--- src/rtl/montgomery_arbiter_if.sv ---
// Requester and multiplier signal bundle for montgomery_arbiter.
// err/err_sticky exist only when MONT_ARB_TIMEOUT_EN is defined.
interface montgomery_arbiter_if #(
    parameter int NUM_REQ = 4,
    parameter int DW      = 12
);
    logic [NUM_REQ-1:0]    req_valid;
    logic [NUM_REQ-1:0]    req_ready;
    logic [NUM_REQ*DW-1:0] req_a;
    logic [NUM_REQ*DW-1:0] req_b;
    logic [NUM_REQ-1:0]    rsp_valid;
    logic [DW-1:0]         rsp_data;
    logic                  mm_en;
    logic [DW-1:0]         mm_a;
    logic [DW-1:0]         mm_b;
    logic                  mm_valid;
    logic [DW-1:0]         mm_result;
    logic                  busy;
`ifdef MONT_ARB_TIMEOUT_EN
    logic                  err;
    logic                  err_sticky;
`endif

    modport master (
        input  req_valid,
        input  req_a,
        input  req_b,
        input  mm_valid,
        input  mm_result,
        output req_ready,
        output rsp_valid,
        output rsp_data,
        output mm_en,
        output mm_a,
        output mm_b,
`ifdef MONT_ARB_TIMEOUT_EN
        output err,
        output err_sticky,
`endif
        output busy
    );

    modport slave (
        output req_valid,
        output req_a,
        output req_b,
        output mm_valid,
        output mm_result,
        input  req_ready,
        input  rsp_valid,
        input  rsp_data,
        input  mm_en,
        input  mm_a,
        input  mm_b,
`ifdef MONT_ARB_TIMEOUT_EN
        input  err,
        input  err_sticky,
`endif
        input  busy
    );
endinterface

--- src/rtl/montgomery_arbiter.sv ---
// Round-robin arbiter sharing one Montgomery multiplier among NUM_REQ clients.
// Define MONT_ARB_TIMEOUT_EN to add the WAIT watchdog with err/err_sticky.
module montgomery_arbiter #(
    parameter int NUM_REQ = 4,
    parameter int DW      = 12,
    parameter int TIMEOUT = 64
) (
    input  logic                 clk,
    input  logic                 rst_n,
    montgomery_arbiter_if.master bus
);
    localparam int IW = (NUM_REQ > 1) ? $clog2(NUM_REQ) : 1;

    typedef enum logic [1:0] {
        IDLE,
        ISSUE,
        WAIT,
        RESP
    } state_t;

    if (NUM_REQ < 2 || NUM_REQ > 8 || TIMEOUT < 1 || TIMEOUT > 255) begin : g_bad_cfg
        $error("montgomery_arbiter: parameter out of range");
    end

    state_t          state;
    state_t          state_n;
    logic [IW-1:0]   owner;
    logic [IW-1:0]   last_grant;
    logic [IW-1:0]   grant;
    logic [IW-1:0]   cand;
    logic            found;
    logic [DW-1:0]   mm_a_q;
    logic [DW-1:0]   mm_b_q;
    logic [DW-1:0]   rsp_data_q;
    logic            mm_hit;
    logic [DW-1:0]   mm_res_q;
    logic [NUM_REQ-1:0] one;

    assign one = {{(NUM_REQ-1){1'b0}}, 1'b1};

    // Rotating priority: scan starts just after the previous owner.
    always_comb begin
        found = 1'b0;
        grant = '0;
        cand  = '0;
        for (int k = 1; k <= NUM_REQ; k++) begin
            cand = IW'((int'(last_grant) + k) % NUM_REQ);
            if (!found && bus.req_valid[cand]) begin
                found = 1'b1;
                grant = cand;
            end
        end
    end

`ifdef MONT_ARB_TIMEOUT_EN
    logic [7:0] wd_cnt;
    logic       wd_fire;
    logic       to_q;
    logic       err_sticky_q;

    assign wd_fire = (state == WAIT) && !mm_hit
                     && (wd_cnt == 8'(TIMEOUT - 1));
`endif

    always_comb begin
        state_n       = state;
        bus.req_ready = '0;
        unique case (state)
            IDLE: begin
                if (found) begin
                    bus.req_ready = one << grant;
                    state_n       = ISSUE;
                end
            end
            ISSUE: state_n = WAIT;
            WAIT: begin
                if (mm_hit) begin
                    state_n = RESP;
                end
`ifdef MONT_ARB_TIMEOUT_EN
                else if (wd_fire) begin
                    state_n = RESP;
                end
`endif
            end
            RESP: state_n = IDLE;
            default: state_n = IDLE;
        endcase
    end

    // mm_valid is registered on the way in and only while waiting, so a
    // strobe from an aborted or foreign operation can never complete one.
    always_ff @(posedge clk or negedge rst_n) begin
        if (!rst_n) begin
            state      <= IDLE;
            owner      <= '0;
            last_grant <= IW'(NUM_REQ - 1);
            mm_a_q     <= '0;
            mm_b_q     <= '0;
            rsp_data_q <= '0;
            mm_hit     <= 1'b0;
            mm_res_q   <= '0;
        end else begin
            state  <= state_n;
            mm_hit <= (state == WAIT) && bus.mm_valid;
            if (state == WAIT && bus.mm_valid) begin
                mm_res_q <= bus.mm_result;
            end
            if (state == IDLE && found) begin
                mm_a_q <= bus.req_a[int'(grant)*DW +: DW];
                mm_b_q <= bus.req_b[int'(grant)*DW +: DW];
                owner  <= grant;
            end
            if (state == WAIT && mm_hit) begin
                rsp_data_q <= mm_res_q;
            end
`ifdef MONT_ARB_TIMEOUT_EN
            if (wd_fire) begin
                rsp_data_q <= '0;
            end
`endif
            if (state == RESP) begin
                last_grant <= owner;
            end
        end
    end

`ifdef MONT_ARB_TIMEOUT_EN
    always_ff @(posedge clk or negedge rst_n) begin
        if (!rst_n) begin
            wd_cnt       <= '0;
            to_q         <= 1'b0;
            err_sticky_q <= 1'b0;
        end else begin
            if (state == ISSUE) begin
                wd_cnt <= '0;
                to_q   <= 1'b0;
            end else if (state == WAIT) begin
                wd_cnt <= wd_cnt + 8'd1;
            end
            if (wd_fire) begin
                to_q         <= 1'b1;
                err_sticky_q <= 1'b1;
            end
        end
    end

    assign bus.err        = (state == RESP) && to_q;
    assign bus.err_sticky = err_sticky_q;
`endif

    assign bus.mm_en     = (state == ISSUE);
    assign bus.mm_a      = mm_a_q;
    assign bus.mm_b      = mm_b_q;
    assign bus.rsp_data  = rsp_data_q;
    assign bus.rsp_valid = (state == RESP) ? (one << owner) : '0;
    assign bus.busy      = (state != IDLE);
endmodule
--- src/flat_wrapper.sv ---
// flat-port wrapper written by rule: the top's interface ports become plain ports
module montgomery_arbiter_flat 
#(
    parameter int NUM_REQ = 4,
    parameter int DW      = 12,
    parameter int TIMEOUT = 64
)
  (clk, rst_n, bus_req_valid, bus_req_a, bus_req_b, bus_mm_valid, bus_mm_result, bus_req_ready, bus_rsp_valid, bus_rsp_data, bus_mm_en, bus_mm_a, bus_mm_b, bus_busy);
  montgomery_arbiter_if #(.NUM_REQ(NUM_REQ), .DW(DW)) bus_i ();
  input  logic clk;
  input  logic rst_n;
  input wire logic [$bits(bus_i.req_valid)-1:0] bus_req_valid;
  input wire logic [$bits(bus_i.req_a)-1:0] bus_req_a;
  input wire logic [$bits(bus_i.req_b)-1:0] bus_req_b;
  input wire logic [$bits(bus_i.mm_valid)-1:0] bus_mm_valid;
  input wire logic [$bits(bus_i.mm_result)-1:0] bus_mm_result;
  output wire logic [$bits(bus_i.req_ready)-1:0] bus_req_ready;
  output wire logic [$bits(bus_i.rsp_valid)-1:0] bus_rsp_valid;
  output wire logic [$bits(bus_i.rsp_data)-1:0] bus_rsp_data;
  output wire logic [$bits(bus_i.mm_en)-1:0] bus_mm_en;
  output wire logic [$bits(bus_i.mm_a)-1:0] bus_mm_a;
  output wire logic [$bits(bus_i.mm_b)-1:0] bus_mm_b;
  output wire logic [$bits(bus_i.busy)-1:0] bus_busy;
  assign bus_i.req_valid = bus_req_valid;
  assign bus_i.req_a = bus_req_a;
  assign bus_i.req_b = bus_req_b;
  assign bus_i.mm_valid = bus_mm_valid;
  assign bus_i.mm_result = bus_mm_result;
  assign bus_req_ready = bus_i.req_ready;
  assign bus_rsp_valid = bus_i.rsp_valid;
  assign bus_rsp_data = bus_i.rsp_data;
  assign bus_mm_en = bus_i.mm_en;
  assign bus_mm_a = bus_i.mm_a;
  assign bus_mm_b = bus_i.mm_b;
  assign bus_busy = bus_i.busy;
  montgomery_arbiter #(.NUM_REQ(NUM_REQ), .DW(DW), .TIMEOUT(TIMEOUT)) u_core (.clk(clk), .rst_n(rst_n), .bus(bus_i));
endmodule
--- config.mk ---
export PLATFORM = sky130hd
export DESIGN_NAME = montgomery_arbiter_flat
export DESIGN_NICKNAME = d
export VERILOG_FILES = /design/src/rtl/montgomery_arbiter_if.sv /design/src/rtl/montgomery_arbiter.sv /design/src/flat_wrapper.sv
export SDC_FILE = /design/constraint.sdc
export NUM_CORES = 1
export LEC_CHECK = 0
export ABC_AREA = 1
export CAP_MARGIN = 20
export CORE_MARGIN = 5
export CORE_UTILIZATION = 44
export DETAILED_ROUTE_END_ITERATION = 10
export HOLD_SLACK_MARGIN = 0.08
export PLACE_DENSITY = 0.95
export SLEW_MARGIN = 20
export SYNTH_ARGS = -nofsm -noshare
export SYNTH_HDL_FRONTEND = slang
export SYNTH_SLANG_ARGS = --single-unit
--- constraint.sdc ---
create_clock -name clk -period 4.7 [get_ports clk]
set_clock_uncertainty 0.1 [all_clocks]
set_input_delay 0.94 -clock clk [delete_from_list [all_inputs] [get_ports clk]]
set_output_delay 0.94 -clock clk [all_outputs]
set_load 0.03 [all_outputs]
; ---- Word level (Yosys, flattened, before mapping)
; Index checks and enable logic that the tools add are counted.
[op_classes]
n_addsub = 4
mul = 1
magnitude_cmp = 4
n_eq_ne = 5
shift = 4
mux = 22
n_reduce_logical = 12
[ops]
columns = cell, count
row1 = $shiftx A48 B32 Y12, 2
row2 = $lt A2 B3 Y1 const B, 4
row3 = $mux W2, 6
row4 = $mux W4, 3
row5 = $bmux W1 S2, 4
row6 = $mux W1, 8
row7 = $pmux W2 S4, 1
row8 = $shl A1 B2 Y4 const A, 2
row9 = $logic_and A1 B1 Y1, 6
row10 = $add A2 B1 Y2 const B, 2
row11 = $add A2 B2 Y2 const B, 2
row12 = $eq A2 B2 Y1 const B, 2
row13 = $mul A2 B2 Y4 const B, 1
row14 = $ne A2 B1 Y1 const B, 2
row15 = $logic_not A1 Y1, 3
row16 = $eq A2 B1 Y1 const B, 1
row17 = $logic_not A2 Y1, 1
row18 = $reduce_and A2 Y1, 1
row19 = $reduce_bool A2 Y1, 1
[totals]
register_bits = 55
input_bits = 115
output_inout_bits = 46
wordCells = 60

; ---- Logic depth before layout (Yosys ltp)
[depth]
ltp_word = 16
mapped_depth = 15
mapped_depth_nobuf = 13

; ---- Worst setup path before layout
; OpenSTA, ideal clock, no wires.
[synth_timing]
path_kind = input-to-output
startpoint = input port bus_req_valid[1]
endpoint = output port bus_req_ready[0]
t_arrival_ns = 2.430
required_time_ns = 3.660
slack_ns = 1.230
path_stages = 10
path_cell_list = nand2_1 -> inv_1 -> nor2_1 -> nand2_1 -> o21ai_2 -> nor2_1 -> nand2_1 -> nand2_2 -> buf_4 -> nor3_1
[synth_between]
elab_chain_cells = 15
[synth_lines]
columns = item, line_no
row1 = "start, declared", flat_wrapper.sv:12  ; input wire logic [$bits(bus_i.req_valid)-1:0] bus_req_valid;
row2 = $bmux W1 S2, montgomery_arbiter.sv:48  ; if (!found && bus.req_valid[cand]) begin
row3 = $mux W1 (implied by the code), montgomery_arbiter.sv:48
row4 = $mux W1, montgomery_arbiter.sv:48
row5 = $logic_not A1 Y1, montgomery_arbiter.sv:48
row6 = $logic_and A1 B1 Y1, montgomery_arbiter.sv:48
row7 = $mux W1, montgomery_arbiter.sv:48
row8 = $logic_not A1 Y1, montgomery_arbiter.sv:48
row9 = $logic_and A1 B1 Y1, montgomery_arbiter.sv:48
row10 = $mux W1, montgomery_arbiter.sv:48
row11 = $logic_not A1 Y1, montgomery_arbiter.sv:48
row12 = $logic_and A1 B1 Y1, montgomery_arbiter.sv:48
row13 = $mux W2, montgomery_arbiter.sv:48
row14 = $shl A1 B2 Y4, montgomery_arbiter.sv:71  ; bus.req_ready = one << grant;
row15 = $mux W4 *, montgomery_arbiter.sv:70  ; if (found) begin
row16 = $mux W4 *, montgomery_arbiter.sv:68  ; unique case (state)
row17 = "end, declared", flat_wrapper.sv:17  ; output wire logic [$bits(bus_i.req_ready)-1:0] bus_req_ready;
; Every way passes the cells marked *; elsewhere a longest branch is shown, timed or not. The select of a mux whose other input is x is not followed.

; ---- Worst setup path in the final report
[layout_timing]
startpoint = input port bus_req_valid[0]
endpoint = output port bus_req_ready[3]
; The elaborated chain is that of the path after synthesis.

==> flow_metrics.py <==
metrics = {
    "status": {
        "status": "completed",
    },
    "clocking": {
        "cts_root_buf": "clkbuf_8",
        "cts_sinks": 55,
        "cts_buffers": 5,
        "clk_pin_slew_ns": 0.11,
        "clockBufferDepth": 2,
        "ctsResizeCount": 0,
        "cts.hold.buffers_added": 0,
        "postCtsSetupRepairBufs": 0,
        "insertion_delay_ns": 0.32,
        "cts_tree": "built",
        "htreeDepth": 2,
    },
    "yosys": {
        "syn_area_um2": 3290,
        "yosys_register_bits": 55,
        "yosys_warnings": 0,
        "synth_edf_count": 0,
        "yosysSeqAreaShare_pct": 41.9,
        "synth_commonest_cells": "nand2_1 (234), nand3_1 (65), dfrtp_1 (53)",
        "synth_nets": 577,
        "synthFlopType": "dfrtp_1",
        "yosysTopAreaCell": "dfrtp_1",
        "async_flop_share_pct": 100,
        "synth.distinct_cells": 27,
        "postSynthCellCount": 458,
        "yosysTopAreaCellShare_pct": 40.3,
        "ys_top_cells_by_area": "dfrtp_1 (40%), nand2_1 (27%), nand3_1 (9.9%)",
        "syn_avg_cell_area_um2": 7.19,
        "synth_most_common_cell": "nand2_1",
    },
    "grt": {
        "antenna_found_initial": 0,
        "grt_pass1_vias": 3647,
        "grt_use_total_pct": 23.8,
        "grt_max_degree": 56,
        "grt_pass1_wl_mm": 17.3,
        "grt.overflow.total": 0,
    },
    "critical_path": {
        "crit_type": "in2out",
        "critPathMaxFanout": 28,
        "reg2reg_to": "u_core.bus.mm_b[11]",
        "critical_path_required_ns": 3.66,
        "crit_arrival_ns": 3.23,
        "rrSetupSlack_ns": 1.76,
        "timing.rr.start": "u_core.last_grant[0]",
        "cp-start-kind": "primary input",
        "worst_setup_path_end_kind": "output port",
        "r2r_cells": 14,
        "cp-startpoint": "bus_req_valid[0]",
    },
    "final_layout": {
        "nets": 726,
        "drive_above_1_share_pct": 9.21,
        "nFillCells": 578,
        "diodes": 0,
        "seq_area_um2": 1380,
        "multi_input_area_um2": 1690,
        "area_growth_pct": 51.3,
    },
    "pwr": {
        "power.total_mw": 3.48,
        "power_density_nw_per_um2": 699,
        "power.leakage_nw": 2.43,
        "peakVddDrop_uv": 376,
    },
    "sta": {
        "tns_ns": 0,
        "fin_crit_sh_pct": 90.8,
        "maxClockFrequency_mhz": 234,
        "rsz0062_at_grt": "no",
        "finalSetupViolCount": 0,
        "tightest_slew_ns": 1.07,
        "final_max_slew_viol_count": 0,
        "hold_viol": 0,
        "final.min_clock_period_ns": 4.27,
        "relSlewSlack_pct": 28.7,
    },
    "routing": {
        "routedWlPerCell_um": 15.6,
        "drtAntennaViolNets": 0,
        "detail_route.vias_per_cell": 5.15,
        "drt_first_pass_iters": 5,
        "routed_wl_mm": 11.0,
        "drt_iter0_drc": 131,
        "vias": 3641,
        "drc": 0,
    },
    "hold_path": {
        "holdCritPathClass": "reg2reg",
        "min_path_cells": 2,
        "holdPathEnd": "u_core.mm_res_q[4]",
        "holdCritStartpoint": "u_core.mm_res_q[4]",
    },
    "floorplan": {
        "ios": 161,
        "start_util_pct": 45.4,
        "die_area_um2": 9320,
        "chipHeight_um": 96.5,
        "die_x_um": 96.5,
        "core_area_um2": 7250,
        "placementRows": 31,
    },
    "run": {
        "cap_violations": 0,
    },
    "placement": {
        "io_buffers": 160,
        "gp_congestion": 0.850,
        "hpwlAfterDp_mm": 8.46,
    },
}
-- per-layer routing --
layer  vias up  part of all wire, %  track usage [%]
li1       1751                    -                -
met1      1699                   37             26.5
met2       166                   49             42.4
met3        25                   11             8.52
met4         0                  2.6             7.13
met5         -                    0                0
-- cell usage in the layout, fill, tap and decap left out, types with 4 or more instances in the layout --
cell and n:
nand2_1 233, clkdlybuf4s50_1 156, nand3_1 65, dfrtp_1 53
inv_1 12, nor2_1 11, nand3_2 11, mux2_2 9
o21ai_0 9, buf_4 9, nand2_2 8, clkbuf_8 5
ha_1 4
-- metrics by stage --
step | cells | hold slack, ns | setup WS (ns) | instance area (um2) | util [%]
6_report | 707 | 0.399 | 0.431 | 4980 | 68.7
5_1_grt | 707 | 0.408 | 0.280 | 4980 | 68.7
4_1_cts | 707 | 0.399 | 0.452 | 4980 | 68.7
3_5_place_dp | 699 | 0.370 | 0.452 | 4890 | 67.4
3_3_place_gp | 699 | 0.359 | 0.573 | 4890 | 67.4
2_1_floorplan | 458 | 0.345 | 1.23 | 3290 | -
-- critical path, cell delays in order --
cell and delay (ns):
clkdlybuf4s50_1 0.51, inv_1 0.05, nor2_1 0.08, nor2_1 0.06
nand2_1 0.09, o21ai_2 0.07, nand3_2 0.09, nand2_4 0.20
inv_2 0.14, nand2_2 0.09, a21oi_1 0.19, clkdlybuf4s50_1 0.70
-- layout make-up --
cell class | count | area share (%)
well taps | 99 | 2.48
repair buffers | 166 | 32.8
multi-input cells | 363 | 33.9
clock inverters | 3 | 0.527
inverters | 16 | 1.26
clock buffers | 5 | 1.38
flip-flops and latches | 55 | 27.7
-- sequential cells by signal, indices dropped and copies added (netlist names) --
register and cells:
u_core.bus.rsp_data 12, u_core.bus.mm_b 12, u_core.bus.mm_a 12, u_core.state 2
u_core.mm_res_q 12, u_core.mm_hit 1, u_core.owner 2, u_core.last_grant 2
-- report_power, final --
part           switching [mW]  internal, mW
logic                    1.49         0.858
clock network           0.171         0.111
registers               0.149         0.707
-- kinds of logic after synthesis --
kind of cell	Yosys count	share of synthesized area (%)
AND/OR/NAND/NOR	335	44.1
flip-flops	55	41.9
buffers and inverters	40	6.91
AO/OA/AOI/OAI	15	2.58
multiplexers	9	3.08
adder cells (fa/ha/maj)	4	1.52
-- worst max path at each step --
stage	to
floorplan	bus_req_ready[0]
global placement	bus_req_ready[3]
detailed placement	bus_req_ready[0]
CTS	bus_req_ready[0]
global route	bus_req_ready[0]
finish	bus_req_ready[3]
Note: power is estimated with default switching activity, not from simulation.
